[src/rtl/imm_ext_arbiter.sv]
// Round-robin arbiter that shares one immediate extract/extend datapath between two requesters.
// Define IMM_BRANCH_SHIFT_EN to return branch formats (010/011) as byte offsets (<< 2).
module imm_ext_arbiter #(
    parameter int unsigned XLEN      = 64,
    parameter bit          RST_PRI_A = 1'b1
) (
    input  logic            clk,
    input  logic            reset,
    input  logic            a_valid,
    output logic            a_ready,
    input  logic [31:0]     a_instr,
    input  logic [2:0]      a_fmt,
    input  logic            b_valid,
    output logic            b_ready,
    input  logic [31:0]     b_instr,
    input  logic [2:0]      b_fmt,
    output logic            out_valid,
    input  logic            out_ready,
    output logic [XLEN-1:0] out_imm,
    output logic            out_src,
    output logic            out_illegal
);

    // last_grant_q: 0 = A was last served, 1 = B was last served
    logic            last_grant_q;
    logic            accept;
    logic            grant_a;
    logic            grant_b;
    logic            xfer;
    logic [31:0]     sel_instr;
    logic [2:0]      sel_fmt;
    logic [XLEN-1:0] imm_d;
    logic [XLEN-1:0] branch_ext;
    logic            illegal_d;
    logic            unused_instr_hi;

    // Bits [31:26] never belong to any immediate field.
    assign unused_instr_hi = ^{a_instr[31:26], b_instr[31:26]};

    always_comb begin
        accept  = ~out_valid | out_ready;
        grant_a = 1'b0;
        grant_b = 1'b0;
        if (accept) begin
            if (a_valid && b_valid) begin
                grant_a = last_grant_q;
                grant_b = ~last_grant_q;
            end else begin
                grant_a = a_valid;
                grant_b = b_valid;
            end
        end
    end

    assign a_ready   = grant_a;
    assign b_ready   = grant_b;
    assign xfer      = grant_a | grant_b;
    assign sel_instr = grant_b ? b_instr : a_instr;
    assign sel_fmt   = grant_b ? b_fmt : a_fmt;

    always_comb begin
        imm_d      = '0;
        illegal_d  = 1'b0;
        branch_ext = '0;
        unique case (sel_fmt)
            3'b000: imm_d = {{(XLEN-12){1'b0}}, sel_instr[21:10]};
            3'b001: imm_d = {{(XLEN-9){sel_instr[20]}}, sel_instr[20:12]};
            3'b010: begin
                branch_ext = {{(XLEN-26){sel_instr[25]}}, sel_instr[25:0]};
`ifdef IMM_BRANCH_SHIFT_EN
                imm_d = {branch_ext[XLEN-3:0], 2'b00};
`else
                imm_d = branch_ext;
`endif
            end
            3'b011: begin
                branch_ext = {{(XLEN-19){sel_instr[23]}}, sel_instr[23:5]};
`ifdef IMM_BRANCH_SHIFT_EN
                imm_d = {branch_ext[XLEN-3:0], 2'b00};
`else
                imm_d = branch_ext;
`endif
            end
            3'b100: imm_d = {{(XLEN-16){1'b0}}, sel_instr[20:5]};
            default: illegal_d = 1'b1;
        endcase
    end

    always_ff @(posedge clk or posedge reset) begin
        if (reset) begin
            out_valid    <= 1'b0;
            out_imm      <= '0;
            out_src      <= 1'b0;
            out_illegal  <= 1'b0;
            last_grant_q <= RST_PRI_A;
        end else if (xfer) begin
            out_valid    <= 1'b1;
            out_imm      <= imm_d;
            out_src      <= grant_b;
            out_illegal  <= illegal_d;
            last_grant_q <= grant_b;
        end else if (out_ready) begin
            out_valid <= 1'b0;
        end
    end

endmodule

[config.mk]
export PLATFORM = sky130hd
export DESIGN_NAME = imm_ext_arbiter
export DESIGN_NICKNAME = d
export VERILOG_FILES = /design/src/rtl/imm_ext_arbiter.sv
export SDC_FILE = /design/constraint.sdc
export NUM_CORES = 1
export LEC_CHECK = 0
export CAP_MARGIN = 25
export CORE_ASPECT_RATIO = 1.4
export CORE_MARGIN = 8
export CORE_UTILIZATION = 47
export DETAILED_ROUTE_END_ITERATION = 10
export HOLD_SLACK_MARGIN = 0.06
export PLACE_DENSITY = 0.87
export SETUP_SLACK_MARGIN = 0.5
export SLEW_MARGIN = 10
export SYNTH_ARGS = -nofsm -noshare
export SYNTH_HDL_FRONTEND = slang
export SYNTH_SLANG_ARGS = --single-unit
[constraint.sdc]
create_clock -name clk -period 3.2 [get_ports clk]
set_input_delay 0.32 -clock clk [delete_from_list [all_inputs] [get_ports clk]]
set_output_delay 0.32 -clock clk [all_outputs]
set_load 0.02 [all_outputs]
==> results by group <==
Routing
  – Detailed-route via count: 3655
  – Vias/cell: 6.41
  – First drt pass iteration count: 5
  – WL/cell: 21.3 microns
  – DR iter-0 viols: 334
  – Number of remaining DRC errors: 0
  – Routed Antenna Nets: 0
  – WL final: 12100 microns

Synth
  – Mapped Cells: 393
  – Mean post-synth cell area: 8.34 sq um
  – Primary FF master, synth: dfrtp_1
  – Synth Register Bits: 30
  – Sequential-to-total area share from yosys stat: 22.9%
  – Async S/R FF share, synth: 100%
  – Cell Area, Synth: 3280 sq um
  – Syn_nets: 468
  – Post-synth cell types: 61
  – Area contributors post-synth: dfrtp_1, buf_4, mux2_2
  – Post-synth top area share: 22.1%
  – Post-synth top area cell: dfrtp_1
  – Synthesis Warnings: 0
  – Post-synth EDFFs: 0

Clocking
  – CTS tree: yes
  – Worst skew pair latency: 290 ps
  – TritonCTS buffer count: 5
  – H-Tree Depth: 2
  – CTS clk-pin slew, worst paths: 80 ps
  – Post-CTS sizing: 0
  – CTS Sinks: 30
  – Setup Buffers After CTS: 0
  – Clk root buf: clkbuf_8
  – Hold Buf Count CTS: 0
  – Clock Path Buffers: 2

Power
  – Total power per unit cell area: 379 nW/um^2
  – Combinational power share: 51.7%
  – Clock power frac: 19.8%
  – Leak: 1.68 nW
  – Sw Share: 39.7%
  – Cell internal pwr: 0.00102 W
  – P_sw: 0.000675 W
  – Flop pwr share: roughly 28%
  – Peak VDD IR: 0.195 mV
  – Power, Total: 0.00170 W

Timing
  – Clock Skew: around 13 ps
  – Final period utilization: about 73%
  – Tightest Pin Transition: 938 ps
  – Fmax: 427 MHz
  – Setup-failing EPs final: 0
  – Final hold viol count: 0
  – Sum Neg Setup Slack: 0 ps
  – RSZ-0062 raised after global routing: false
  – Relative slew margins: 37.5%
  – Tmin final: 2340 ps
  – Final Slew Violations: 0

Die
  – Initial Util: 47.9%
  – DIE HEIGHT: 115 microns
  – Core ar.: a little under 7000 sq um
  – # rows: 36
  – Die area: 9940 sq um
  – Io pins: 144
  – Die Wd: 86.6 microns

Critical path
  – Critical path's largest stage delay: around 960 ps
  – Worst path required time: 2880 ps
  – Startpoint types: flop
  – CP Class: reg2out
  – Worst setup path startpoint: out_imm[62]
  – Reg2reg start: last_grant_q
  – Crit path buf inv count: 1
  – Critical path's top delay family: flip-flops
  – Crit path capture type: primary output
  – Critical Path Slowest Stage Cell: dfrtp_1
  – Crit-path cells: clkdlybuf4s50_1
  – Worst Path Max Fanout: 40
  – CP arrival: 2020 ps

Layout
  – Final #Nets: approximately 550
  – Antenna diode count: 0
  – FILL cells: 619
  – Area delta synth->final: 36.9%
  – Layout cells sized above 1: roughly 15%

GRT
  – Met1 Track Usage GR: 26.5%
  – Top Usage Layer GRT: met2
  – Vias in the first global route: around 3700
  – Pin count of the biggest net entering global routing: 41
  – Total GRT Usage: between 20% and 30%
  – M3 GR Usage: 5.29%
  – Met2 Use GR: 39.3%
  – First-pass GRT wire length: ~19000 microns
  – Initial antenna violation count: 0
  – Grt ovf: 0

Run status
  – Status: finished, final reports clean

Placement
  – PortBufs: 131
  – Hpwl dp: 9100 microns
  – Gpl congestion: ~0.98

Min path
  – Hold WC Path Type: in2async

Run
  – MaxCap Viol Count: 0
## state kept, by name (all words and copies together) (netlist names)
register      cells
out_imm          26
out_valid         1
out_illegal       1
last_grant_q      1
out_src           1
## power groups by stage
stage / clock (W) / combinational [W] / sequential, W
finish: 0.000336 / 0.000879 / 0.000484
detailed placement: 0 / 0.000873 / 0.000492
CTS: 0.000338 / 0.000875 / 0.000485
global placement: 0 / 0.000863 / 0.000488
floorplan: 0 / 0.000469 / 0.000554
global route: 0.000353 / 0.000927 / 0.000493
## Yosys cell counts, types with 2 or more instances
| cell type | instances |
|---|---|
| a22oi_1 | 12 |
| a2111oi_0 | 6 |
| a221oi_1 | 15 |
| o211ai_1 | 20 |
| o221ai_1 | 4 |
| a32o_1 | 3 |
| nand4_1 | 2 |
| clkbuf_1 | 12 |
| mux2_2 | 17 |
| o22ai_1 | 3 |
| a21oi_1 | 6 |
| nor4_1 | 6 |
| nand2b_1 | 7 |
| o211ai_2 | 3 |
| nand3_1 | 6 |
| o21ai_0 | 20 |
| mux2i_1 | 15 |
| buf_2 | 24 |
| buf_4 | 38 |
| or2_2 | 2 |
| a221o_1 | 3 |
| a31oi_1 | 3 |
| o2111a_1 | 3 |
| o31ai_1 | 3 |
| o2bb2ai_1 | 2 |
| nor2_1 | 21 |
| nor2b_1 | 7 |
| o221ai_2 | 7 |
| a211oi_1 | 2 |
| nor3_1 | 15 |
| inv_1 | 18 |
| o41a_1 | 3 |
| dfrtp_1 | 29 |
| a311oi_1 | 2 |
| nand3b_1 | 3 |
| nand2_1 | 26 |
## metal layers
metal | part of all wire [%] | vias up
met5 | 0 | -
met1 | 38 | 1731
met4 | 5.2 | 0
met3 | 9.6 | 51
li1 | - | 1617
met2 | 47 | 256
## layout by cell type, fill, tap and decap left out, drive strengths merged, types with 3 or more instances in the layout
cell type,count
a32o,3
inv,19
nor3,15
nor2,21
nor2b,7
o221ai,11
a21oi,6
nand3,6
clkdlybuf4s50,131
nor4,6
nand2,27
mux2,17
o22ai,3
a2111oi,7
dfrtp,29
a22oi,13
o211ai,23
o21ai,21
mux2i,15
o31ai,3
buf,19
a211oi,3
a221oi,15
a221o,3
a311oi,3
clkbuf,6
nand3b,3
o2111a,3
o41a,3
a31oi,3
nand2b,8
## worst paths after layout
path	to	slack, ps	cells past startpoint
hold reg to reg	out_src	490	2
setup reg to reg	out_imm[4]	1090	4
min in group clk	out_src	490	2
hold / removal	out_imm[0]	410	3
max in group asynchronous	last_grant_q	2450	3
setup / recovery	out_imm[55]	860	1
## layout make-up
type	count	area, sq um	share of cell area, %
clock inverter	2	12.5	0.279
timing repair buffer	150	1460	32.5
sequential	30	752	16.8
tap	95	119	2.65
clock buffer	6	82.6	1.84
inverter	19	71.3	1.59
multi-input combinational	268	1990	44.4
## cells by family (layout without fill, tap and decap cells)
family                 after synthesis  after routing  share of synthesized area (%)
muxes                               32             32                           10.4
and+or+nand+nor                    102            102                           15.7
buffers and inverters               95            177                           16.4
AOI/OAI and AO/OA                  134            134                           34.6
DFF                                 30             30                           22.9
## metrics by stage
stage                     hold slack, ps  area (sq um)  worst slack, ps  util (%)  cells
after global placement               464          4380              573      64.0    561
after detailed placement             478          4380              527      64.0    561
after CTS                            426          4480              789      65.4    569
after global routing                 449          4490              720      65.5    570
after floorplan                      410          3280             1520         -    393
final                                411          4490              860      65.5    570
(Power assumes the default switching activity.)
